$ cat src/rtl/calc_pkg.sv
// rtl/calc_pkg.sv - shared op codes, state encoding and error codes for the calc scheduler
//
// Purpose: constants and helpers imported by calc_op_scheduler, its interface
// and err_countdown. No ports.

package calc_pkg;

   // Operator switch codes; any code with bit 2 set is reserved.
   localparam logic [2:0] OP_ADD    = 3'b000;
   localparam logic [2:0] OP_SMUL   = 3'b001;
   localparam logic [2:0] OP_TRANS  = 3'b010;
   localparam logic [2:0] OP_MATMUL = 3'b011;

   // Error codes shown alongside the "Err" countdown.
   localparam logic [1:0] ERR_NONE  = 2'b00;
   localparam logic [1:0] ERR_DIM   = 2'b01;
   localparam logic [1:0] ERR_EMPTY = 2'b10;

   typedef enum logic [3:0] {
      ST_IDLE,
      ST_SEL_OP,
      ST_SEL_A,
      ST_SEL_B,
      ST_FETCH_A,
      ST_FETCH_B,
      ST_CHECK,
      ST_RUN,
      ST_ERR
   } state_t;

   // Unary ops take only operand A; B is neither selected nor fetched.
   function automatic logic is_unary(input logic [2:0] op);
      return (op == OP_SMUL) || (op == OP_TRANS);
   endfunction

endpackage

$ cat src/rtl/calc_op_scheduler_if.sv
// rtl/calc_op_scheduler_if.sv - metadata read port and ALU launch handshake
//
// Purpose: bundles the scheduler's matrix-store metadata port and the
// matrix_alu launch/done handshake.
//   meta_slot_o              metadata read address (scheduler -> store)
//   meta_valid_i             slot populated, one-cycle read latency
//   meta_rows_i/meta_cols_i  slot dimensions, one-cycle read latency
//   alu_start_o              one-cycle ALU launch pulse
//   alu_op_o                 latched operator
//   alu_slot_a_o/b_o         latched operand slots
//   alu_done_i               ALU completion pulse
// Modports: master = scheduler side, slave = store/ALU side.

interface calc_op_scheduler_if #(
   parameter int DIM_W = 3
);
   logic [1:0]       meta_slot_o;
   logic             meta_valid_i;
   logic [DIM_W-1:0] meta_rows_i;
   logic [DIM_W-1:0] meta_cols_i;
   logic             alu_start_o;
   logic [2:0]       alu_op_o;
   logic [1:0]       alu_slot_a_o;
   logic [1:0]       alu_slot_b_o;
   logic             alu_done_i;

   modport master (
      output meta_slot_o, alu_start_o, alu_op_o, alu_slot_a_o, alu_slot_b_o,
      input  meta_valid_i, meta_rows_i, meta_cols_i, alu_done_i
   );

   modport slave (
      input  meta_slot_o, alu_start_o, alu_op_o, alu_slot_a_o, alu_slot_b_o,
      output meta_valid_i, meta_rows_i, meta_cols_i, alu_done_i
   );
endinterface

$ cat src/rtl/err_countdown.sv
// rtl/err_countdown.sv - one-second prescaler and 4-bit error countdown
//
// Purpose: counts down from ERR_SECONDS once per second while active.
//   clk, rst_n  clock, asynchronous active-low reset
//   load        start a countdown: count = ERR_SECONDS, prescaler restarted
//   clear       abandon the countdown: count = 0, prescaler restarted, idle
//   tick        one-second strobe (prescaler terminal count while active)
//   expired     the tick that takes the count from 1 to 0
//   count       seconds remaining (registered)

module err_countdown #(
   parameter int CLK_FREQ    = 100_000_000,
   parameter int ERR_SECONDS = 10
) (
   input  logic       clk,
   input  logic       rst_n,
   input  logic       load,
   input  logic       clear,
   output logic       tick,
   output logic       expired,
   output logic [3:0] count
);

   localparam int PRE_W = (CLK_FREQ > 1) ? $clog2(CLK_FREQ) : 1;
   localparam logic [PRE_W-1:0] PRE_LAST = PRE_W'(CLK_FREQ - 1);

   logic [PRE_W-1:0] pre;
   logic             active;

   assign tick    = active && (pre == PRE_LAST);
   assign expired = tick && (count == 4'd1);

   // clear beats load beats counting, so a retry in the same cycle as a
   // tick never lets the tick through.
   always_ff @(posedge clk or negedge rst_n) begin
      if (!rst_n) begin
         pre    <= '0;
         count  <= 4'd0;
         active <= 1'b0;
      end else if (clear) begin
         pre    <= '0;
         count  <= 4'd0;
         active <= 1'b0;
      end else if (load) begin
         pre    <= '0;
         count  <= 4'(ERR_SECONDS);
         active <= 1'b1;
      end else if (active) begin
         if (tick) begin
            pre   <= '0;
            count <= count - 4'd1;
            if (count == 4'd1) begin
               active <= 1'b0;
            end
         end else begin
            pre <= pre + 1'b1;
         end
      end
   end

endmodule

$ cat src/rtl/calc_op_scheduler.sv
// rtl/calc_op_scheduler.sv - sequences one matrix op from operator select to ALU launch
//
// Purpose: latches operator and operand slots from the switches on each
// confirm, fetches operand metadata, checks legality, then launches the ALU
// or holds a timed error that the user can retry early.
// Ports:
//   sys_clk_in, sys_rst_n  clock, asynchronous active-low reset
//   enter_i                single-cycle confirm pulse
//   op_sel_i               operator switches (1xx reserved)
//   slot_sel_i             operand slot switches
//   bus                    metadata read port + ALU handshake (master)
//   err_o, err_code_o      error flag and code (01 dims, 10 empty slot)
//   err_count_o            seconds remaining in the error display
//   busy_o                 high whenever not idle
// Build option: CALC_SLOT_SEL_EN enables the slot-select steps; without it
// the operands are fixed to slots 0 and 1 and slot_sel_i is unused.

module calc_op_scheduler
   import calc_pkg::*;
#(
   parameter int CLK_FREQ    = 100_000_000,
   parameter int ERR_SECONDS = 10,
   parameter int DIM_W       = 3
) (
   input  logic                sys_clk_in,
   input  logic                sys_rst_n,
   input  logic                enter_i,
   input  logic [2:0]          op_sel_i,
   input  logic [1:0]          slot_sel_i,
   calc_op_scheduler_if.master bus,
   output logic                err_o,
   output logic [1:0]          err_code_o,
   output logic [3:0]          err_count_o,
   output logic                busy_o
);

   state_t           state;
   logic             fetch_phase;   // 0: address presented, 1: data on the bus
   logic [2:0]       op_q;
   logic [1:0]       slot_a_q;
   logic [1:0]       slot_b_q;
   logic [1:0]       meta_slot_q;
   logic             start_q;
   logic             valid_a_q;
   logic             valid_b_q;
   logic [DIM_W-1:0] rows_a_q;
   logic [DIM_W-1:0] cols_a_q;
   logic [DIM_W-1:0] rows_b_q;
   logic [DIM_W-1:0] cols_b_q;
   logic [1:0]       chk_code;

   logic cd_load;
   logic cd_clear;
   logic cd_expired;
   logic unused_cd_tick;

`ifndef CALC_SLOT_SEL_EN
   logic unused_slot_sel;
   assign unused_slot_sel = ^slot_sel_i;
`endif

   assign bus.meta_slot_o  = meta_slot_q;
   assign bus.alu_start_o  = start_q;
   assign bus.alu_op_o     = op_q;
   assign bus.alu_slot_a_o = slot_a_q;
   assign bus.alu_slot_b_o = slot_b_q;

   // Legality, in priority order: empty operand, then dimension rules.
   // B's captured metadata is stale for unary ops and is not consulted.
   always_comb begin
      chk_code = ERR_NONE;
      if (!valid_a_q || (!is_unary(op_q) && !valid_b_q)) begin
         chk_code = ERR_EMPTY;
      end else if (op_q == OP_ADD && (rows_a_q != rows_b_q || cols_a_q != cols_b_q)) begin
         chk_code = ERR_DIM;
      end else if (op_q == OP_MATMUL && cols_a_q != rows_b_q) begin
         chk_code = ERR_DIM;
      end
   end

   assign cd_load  = (state == ST_CHECK) && (chk_code != ERR_NONE);
   assign cd_clear = (state == ST_ERR) && enter_i;

   err_countdown #(
      .CLK_FREQ    (CLK_FREQ),
      .ERR_SECONDS (ERR_SECONDS)
   ) u_countdown (
      .clk     (sys_clk_in),
      .rst_n   (sys_rst_n),
      .load    (cd_load),
      .clear   (cd_clear),
      .tick    (unused_cd_tick),
      .expired (cd_expired),
      .count   (err_count_o)
   );

   always_ff @(posedge sys_clk_in or negedge sys_rst_n) begin
      if (!sys_rst_n) begin
         state       <= ST_IDLE;
         fetch_phase <= 1'b0;
         op_q        <= 3'b000;
         slot_a_q    <= 2'd0;
         slot_b_q    <= 2'd1;
         meta_slot_q <= 2'd0;
         start_q     <= 1'b0;
         valid_a_q   <= 1'b0;
         valid_b_q   <= 1'b0;
         rows_a_q    <= '0;
         cols_a_q    <= '0;
         rows_b_q    <= '0;
         cols_b_q    <= '0;
         err_o       <= 1'b0;
         err_code_o  <= ERR_NONE;
         busy_o      <= 1'b0;
      end else begin
         start_q <= 1'b0;
         case (state)
            ST_IDLE: begin
               if (enter_i) begin
                  state  <= ST_SEL_OP;
                  busy_o <= 1'b1;
               end
            end

            ST_SEL_OP: begin
               if (enter_i && !op_sel_i[2]) begin
                  op_q <= op_sel_i;
`ifdef CALC_SLOT_SEL_EN
                  state <= ST_SEL_A;
`else
                  state       <= ST_FETCH_A;
                  fetch_phase <= 1'b0;
                  meta_slot_q <= slot_a_q;
`endif
               end
            end

`ifdef CALC_SLOT_SEL_EN
            ST_SEL_A: begin
               if (enter_i) begin
                  slot_a_q <= slot_sel_i;
                  if (is_unary(op_q)) begin
                     state       <= ST_FETCH_A;
                     fetch_phase <= 1'b0;
                     // slot_a_q is updating this same edge; address from the switches.
                     meta_slot_q <= slot_sel_i;
                  end else begin
                     state <= ST_SEL_B;
                  end
               end
            end

            ST_SEL_B: begin
               if (enter_i) begin
                  slot_b_q    <= slot_sel_i;
                  state       <= ST_FETCH_A;
                  fetch_phase <= 1'b0;
                  meta_slot_q <= slot_a_q;
               end
            end
`endif

            ST_FETCH_A: begin
               fetch_phase <= ~fetch_phase;
               if (fetch_phase) begin
                  valid_a_q <= bus.meta_valid_i;
                  rows_a_q  <= bus.meta_rows_i;
                  cols_a_q  <= bus.meta_cols_i;
                  if (is_unary(op_q)) begin
                     state <= ST_CHECK;
                  end else begin
                     state       <= ST_FETCH_B;
                     meta_slot_q <= slot_b_q;
                  end
               end
            end

            ST_FETCH_B: begin
               fetch_phase <= ~fetch_phase;
               if (fetch_phase) begin
                  valid_b_q <= bus.meta_valid_i;
                  rows_b_q  <= bus.meta_rows_i;
                  cols_b_q  <= bus.meta_cols_i;
                  state     <= ST_CHECK;
               end
            end

            ST_CHECK: begin
               if (chk_code == ERR_NONE) begin
                  start_q <= 1'b1;
                  state   <= ST_RUN;
               end else begin
                  state      <= ST_ERR;
                  err_o      <= 1'b1;
                  err_code_o <= chk_code;
               end
            end

            ST_RUN: begin
               if (bus.alu_done_i) begin
                  state  <= ST_IDLE;
                  busy_o <= 1'b0;
               end
            end

            ST_ERR: begin
               // Retry wins over a coincident final tick.
               if (enter_i) begin
                  state       <= ST_FETCH_A;
                  fetch_phase <= 1'b0;
                  meta_slot_q <= slot_a_q;
                  err_o       <= 1'b0;
                  err_code_o  <= ERR_NONE;
               end else if (cd_expired) begin
                  state      <= ST_IDLE;
                  err_o      <= 1'b0;
                  err_code_o <= ERR_NONE;
                  busy_o     <= 1'b0;
               end
            end

            default: begin
               state      <= ST_IDLE;
               err_o      <= 1'b0;
               err_code_o <= ERR_NONE;
               busy_o     <= 1'b0;
            end
         endcase
      end
   end

endmodule
$ cat src/flat_wrapper.sv
// flat-port wrapper written by rule: the top's interface ports become plain ports
module calc_op_scheduler_flat import calc_pkg::*;
#(
   parameter int CLK_FREQ    = 100_000_000,
   parameter int ERR_SECONDS = 10,
   parameter int DIM_W       = 3
)
  (sys_clk_in, sys_rst_n, enter_i, op_sel_i, slot_sel_i, err_o, err_code_o, err_count_o, busy_o, bus_meta_slot_o, bus_alu_start_o, bus_alu_op_o, bus_alu_slot_a_o, bus_alu_slot_b_o, bus_meta_valid_i, bus_meta_rows_i, bus_meta_cols_i, bus_alu_done_i);
  calc_op_scheduler_if #(.DIM_W(DIM_W)) bus_i ();
  input  logic sys_clk_in;
  input  logic sys_rst_n;
  input  logic enter_i;
  input  logic [2:0] op_sel_i;
  input  logic [1:0] slot_sel_i;
  output logic err_o;
  output logic [1:0] err_code_o;
  output logic [3:0] err_count_o;
  output logic busy_o;
  output wire logic [$bits(bus_i.meta_slot_o)-1:0] bus_meta_slot_o;
  output wire logic [$bits(bus_i.alu_start_o)-1:0] bus_alu_start_o;
  output wire logic [$bits(bus_i.alu_op_o)-1:0] bus_alu_op_o;
  output wire logic [$bits(bus_i.alu_slot_a_o)-1:0] bus_alu_slot_a_o;
  output wire logic [$bits(bus_i.alu_slot_b_o)-1:0] bus_alu_slot_b_o;
  input wire logic [$bits(bus_i.meta_valid_i)-1:0] bus_meta_valid_i;
  input wire logic [$bits(bus_i.meta_rows_i)-1:0] bus_meta_rows_i;
  input wire logic [$bits(bus_i.meta_cols_i)-1:0] bus_meta_cols_i;
  input wire logic [$bits(bus_i.alu_done_i)-1:0] bus_alu_done_i;
  assign bus_meta_slot_o = bus_i.meta_slot_o;
  assign bus_alu_start_o = bus_i.alu_start_o;
  assign bus_alu_op_o = bus_i.alu_op_o;
  assign bus_alu_slot_a_o = bus_i.alu_slot_a_o;
  assign bus_alu_slot_b_o = bus_i.alu_slot_b_o;
  assign bus_i.meta_valid_i = bus_meta_valid_i;
  assign bus_i.meta_rows_i = bus_meta_rows_i;
  assign bus_i.meta_cols_i = bus_meta_cols_i;
  assign bus_i.alu_done_i = bus_alu_done_i;
  calc_op_scheduler #(.CLK_FREQ(CLK_FREQ), .ERR_SECONDS(ERR_SECONDS), .DIM_W(DIM_W)) u_core (.sys_clk_in(sys_clk_in), .sys_rst_n(sys_rst_n), .enter_i(enter_i), .op_sel_i(op_sel_i), .slot_sel_i(slot_sel_i), .bus(bus_i), .err_o(err_o), .err_code_o(err_code_o), .err_count_o(err_count_o), .busy_o(busy_o));
endmodule
$ cat config.mk
export PLATFORM = sky130hd
export DESIGN_NAME = calc_op_scheduler_flat
export DESIGN_NICKNAME = d
export VERILOG_FILES = /design/src/rtl/calc_pkg.sv /design/src/rtl/calc_op_scheduler_if.sv /design/src/rtl/err_countdown.sv /design/src/rtl/calc_op_scheduler.sv /design/src/flat_wrapper.sv
export SDC_FILE = /design/constraint.sdc
export NUM_CORES = 1
export LEC_CHECK = 0
export CAP_MARGIN = 20
export CORE_UTILIZATION = 30
export CTS_CLUSTER_SIZE = 25
export DETAILED_ROUTE_END_ITERATION = 8
export PLACE_DENSITY_LB_ADDON = 0.12
export SYNTH_ARGS = -nofsm -noshare
export SYNTH_HDL_FRONTEND = slang
export SYNTH_SLANG_ARGS = --single-unit
$ cat constraint.sdc
create_clock -name sys_clk_in -period 2.6 [get_ports sys_clk_in]
set_input_delay 0.65 -clock sys_clk_in [delete_from_list [all_inputs] [get_ports sys_clk_in]]
set_output_delay 0.65 -clock sys_clk_in [all_outputs]
set_load 0.01 [all_outputs]
# [Yosys cells after proc, flatten, opt, wreduce, memory -nomap -nowiden]
# Index checks and enable logic that the tools add are counted.
[word_totals] ff_bits=61 latch_bits=0 mem_bits_rw=0 romBits=0 out_inout_bits=18 elab_cells=130 memories=0
[classes] n_addsub=2 mul=0 div=0 n_lt_le_gt_ge=0 eq_ne=25 shifts=0 muxes=48 n_bitwise=3 n_reduce_logical=35
[ops] operator="$mux 27" n=4
[ops] operator="$mux 4" n=12
[ops] operator="$pmux 4 s7" n=1
[ops] operator="$add 27x1->27 const B" n=1
[ops] operator="$eq 27x27->1 const B" n=1
[ops] operator="$mux 2" n=10
[ops] operator="$eq 4x3->1 const B" n=4
[ops] operator="$mux 1" n=16
[ops] operator="$ne 2x2->1 const B" n=6
[ops] operator="$pmux 2 s3" n=2
[ops] operator="$reduce_bool 3->1" n=4
[ops] operator="$reduce_and 5->1" n=2
[ops] operator="$ne 3x3->1" n=3
[ops] operator="$eq 4x1->1 const B" n=2
[ops] operator="$logic_and 1x1->1" n=8
[ops] operator="$ne 2x1->1 const B" n=4
[ops] operator="$reduce_and 2->1" n=4
[ops] operator="$eq 3x2->1 const B" n=2
[ops] operator="$pmux 1 s3" n=2
[ops] operator="$reduce_and 3->1" n=2
[ops] operator="$reduce_and 6->1" n=1
[ops] operator="$reduce_or 5->1" n=1
[ops] operator="$eq 4x4->1 const B" n=1
[ops] operator="$logic_not 1->1" n=4
[ops] operator="12 further kinds" n=16

# [Depth between registers and ports, before layout]
[logic_depth] word_depth=10 ltp_mapped=9

# [Cells and area by module]
# From an unflattened synthesis, not the netlist that was laid out.
[unflattened] hier_cells=336 hier_area_um2=3334.4
[modules_own_cells] mod="err_countdown" instances=1 cells_per_inst=205 area_each_um2=1868.0 seq_area_each_um2=800.8
[modules_own_cells] mod="calc_op_scheduler" instances=1 cells_per_inst=131 area_each_um2=1466.4 seq_area_each_um2=675.6

# [Worst setup path after synthesis]
# Ideal clock, no wire load.
[synth_timing] path_kind="register to register" from="register u_core.u_countdown.pre[17]" to="register u_core.u_countdown.count[3]" setup_time_ns=0.140 arrival_time_ns=2.300 required_time_ns=2.460 setup_slack_ns=0.161 path_stages_with_launch=8 period_less_slack_ns=2.439 cell_sequence="dfrtp_1 -> or4_1 -> or4b_1 -> or4_1 -> buf_6 -> nor4_4 -> xnor2_1 -> a21oi_2"
[synth_via] elab_chain_cells=4
[synth_rtl] item="from (decl)" line="err_countdown.sv:27" source="logic [PRE_W-1:0] pre;"
[synth_rtl] item="from (signal assigned)" line="err_countdown.sv:56" source="pre <= pre + 1'b1;"
[synth_rtl] item="$eq 27x27->1" line="err_countdown.sv:30" source="assign tick = active && (pre == PRE_LAST);"
[synth_rtl] item="$logic_and 1x1->1" line="err_countdown.sv:30"
[synth_rtl] item="$reduce_bool 3->1 (no source line)"
[synth_rtl] item="$reduce_and 2->1 (no source line)"
[synth_rtl] item="to (signal assigned)" line="err_countdown.sv:46" source="count <= 4'(ERR_SECONDS);"
[synth_rtl] item="to (signal assigned)" line="err_countdown.sv:51" source="count <= count - 4'd1;"
[synth_rtl] item="to (decl)" line="err_countdown.sv:21" source="output logic [3:0] count"
# No other way between the ends.
# A chain may end at the register's enable or synchronous reset.

# [Final worst setup path]
[layout_timing] from="register u_core.u_countdown.pre[11]" to="register u_core.u_countdown.count[3]"
# The elaborated chain is that of the path after synthesis.

==> results.json <==
{
  "status": "finished clean",
  "cts_max_level": 3,
  "grt_first_pass_wirelength_mm": 13.12,
  "ys.flop_type": "dfrtp_1",
  "arrival_ps": 2650,
  "critPathKind": "reg -> reg",
  "ant_nets": 0,
  "global_route.usage.total": 0.1505,
  "maxCapViolCount": 0,
  "synth_area_leaders": "dfrtp_1 45%, mux2_2 6.2%, a21oi_1 4.6%",
  "clock_latency_ps": 350,
  "synth-simple-area-share": 0.2264,
  "worst_setup_path_start_kind": "flip-flop",
  "rows": 37,
  "cp_slowest_cell": "or4b_1",
  "root_buffer": "clkbuf_8",
  "synth_top_family_by_area": "simple AND/OR/NAND/NOR gates",
  "cts_buffer_depth": 2,
  "tightest_slew_ps": 774.8,
  "yosys.area.top_type": "dfrtp_1",
  "synth_edf_count": 0,
  "synthArstFlopShare": 1.000,
  "drc": 0,
  "worst_ep_required_time_ps": 2820,
  "ys_seq_elements": 59,
  "crit_buf_inv": 0,
  "antenna_found_initial": 0,
  "synth_mux_area_frac": 0.06205,
  "synth.top_cell.area_share": 0.4519,
  "crit_fanout": 5,
  "postPlaceCellArea_mm2": 0.003832,
  "power_w": 0.004018,
  "clock_skew_ps": 7.863,
  "chipHeight_um": 106.4,
  "drive_gt1_frac": 0.1954,
  "die_area_mm2": 0.01131,
  "drt-total-wl_mm": 7.968,
  "cts_made_buffers": 9,
  "synthToLayoutAreaGrowth_pct": 23.86,
  "leakagePower_nw": 1.646,
  "synth_compound_area_frac": 0.1543,
  "gp_congestion": 0.7886,
  "seq_area_frac_synth": 0.4519,
  "critical_path.top_delay_family": "simple AND/OR/NAND/NOR gates",
  "synth_fa_ha_area_frac": 0.01149,
  "crit_path_end_kind": "flip-flop",
  "routedWlPerCell_um": 15.03,
  "hold_path_class": "in -> async",
  "grt_max_degree": 34,
  "ys_types": 51,
  "drtIter0Drc": 85,
  "fmax_mhz": 411.7,
  "clk_pin_slew_ps": 70,
  "slew_headroom": 0.4835,
  "grt_pass1_vias": 2617,
  "portBuffers": 25,
  "crit_chain": "or4_1 > or4b_1 > or4_4 > nor4_4 > xnor2_1 > a21oi_2",
  "core_area_mm2": 0.01046,
  "ctsHoldBuffers": 0,
  "slew_violations": 0,
  "power_density_mw_per_mm2": 993.0,
  "setup_viol": 0,
  "hold_viol": 0,
  "fin_crit_ps": 2429,
  "stdcell_area_mm2": 0.004046,
  "cts_sinks": 59,
  "synth.cell_area_mm2": 0.003267,
  "avgViaCountPerCell": 5.085,
  "synth_xor_xnor_area_share": 0.04558,
  "route.vias.total": 2695,
  "dp_hpwl_mm": 5.655,
  "synthesis.instances": 340,
  "final_nets": 408,
  "synth_warnings": 4,
  "rsz0062_at_grt": "false",
  "antenna_cells": 0,
  "overflow": 0,
  "floorplan.die.width_um": 106.4,
  "io_pins": 34,
  "drt-pass1-iter-count": 4,
  "ir_worst_vdd_mv": 0.4694,
  "syn_area_per_cell_um2": 9.608,
  "fin_crit_sh": 0.9342,
  "start_util": 0.3122,
  "slowest_delay_ps": 510,
  "cts_tree": "yes"
}
==> sequential cells by signal (all words and copies together), names as in the netlist, 2 cells and up <==
name,count
u_core.u_countdown.pre,27
u_core.state,4
u_core.u_countdown.count,4
u_core.bus.alu_op_o,3
u_core.cols_a_q,3
u_core.cols_b_q,3
u_core.rows_a_q,3
u_core.rows_b_q,3
u_core.err_code_o,2
==> synthesized netlist by cell type, types with 6 or more instances <==
master and count:
xnor2_1 8, a21oi_1 30, xor2_1 9, o21ai_0 19, dfrtp_1 59, or4_1 11
clkbuf_1 14, nand3_1 14, nor3_1 9, nand2_1 17, o31ai_1 12, mux2_2 18
inv_1 12, or3_1 11, nor2_1 21, nand4_1 6, buf_4 6
==> cell families after synthesis <==
family,after synthesis
AOI/OAI and AO/OA,83
xor gates and xnor gates,17
other,1
DFF,59
muxes,18
and+or+nand+nor,126
adders and majority gates,3
buffers and inverters,33
==> final cells by class <==
type	instances	area, um^2
inverters	12	45.04
repair buffers	54	488.0
multi-input cells	253	1664
fillers	1088	6416
clock buffers	10	137.6
flip-flops and latches	59	1476
well taps	136	170.2
clock inverters	6	65.06
==> worst paths after layout <==
path	start	end	slack, ps	depth (start not counted)
max	u_core.u_countdown.pre[11]	u_core.u_countdown.count[3]	170	6
min	sys_rst_n	u_core.u_countdown.pre[22]	370	1
max reg2reg	u_core.u_countdown.pre[11]	u_core.u_countdown.count[3]	170	6
min reg2reg	u_core.busy_o	u_core.busy_o	510	2
max in group asynchronous	sys_rst_n	u_core.cols_a_q[0]	1550	2
min in group sys_clk_in	u_core.busy_o	u_core.busy_o	510	2
==> metal layers <==
| metal | global-route usage | part of all wire |
|---|---|---|
| met1 | 0.1922 | 0.47 |
| met2 | 0.2426 | 0.48 |
| met3 | 0.04047 | 0.037 |
| met4 | 0.05556 | 0.017 |
| met5 | 0 | 0 |
==> where the power goes <==
| group | switching, W | internal, W | leakage [nW] |
|---|---|---|---|
| combinational | 0.000844 | 0.000826 | 0.799 |
| clock | 0.000400 | 0.000466 | 0.0905 |
| sequential | 0.000273 | 0.00121 | 0.756 |
| total | 0.00152 | 0.00250 | 1.65 |
==> timing repair <==
action / CTS / global route
setup endpoints to repair: 0 / 3
resized for setup: 0 / 1
setup buffers: 0 / 1
==> cell usage in the layout, fill, tap and decap left out, types with 11 or more instances in the layout <==
master / instances
buf_4: 27
o31ai_1: 12
nand2_1: 17
mux2_2: 18
nor2_1: 21
or3_1: 11
dfrtp_1: 59
a21oi_1: 30
o21ai_0: 19
inv_1: 12
nand3_1: 14
clkdlybuf4s50_1: 24
==> worst reg2reg max path, cell delays in order (launching register included) <==
cell	delay [ps]
dfrtp_1	390
or4_1	490
or4b_1	510
or4_4	490
nor4_4	170
xnor2_1	170
a21oi_2	80
==> per-stage QoR <==
step | setup WS [ps] | hold WS [ps] | setup TNS [ps] | util | instances
finish | 171.0 | 370.3 | 0 | 0.3868 | 530
global route | 47.97 | 436.6 | 0 | 0.3868 | 530
CTS | 51.07 | 390.7 | 0 | 0.3857 | 529
detailed placement | -114.3 | 487.0 | -678.6 | 0.3663 | 513
global placement | -79.34 | 502.0 | -338.7 | 0.3663 | 513
floorplan | 160.6 | 354.4 | 0 | - | 345
Power figures use the tool's default switching activity.
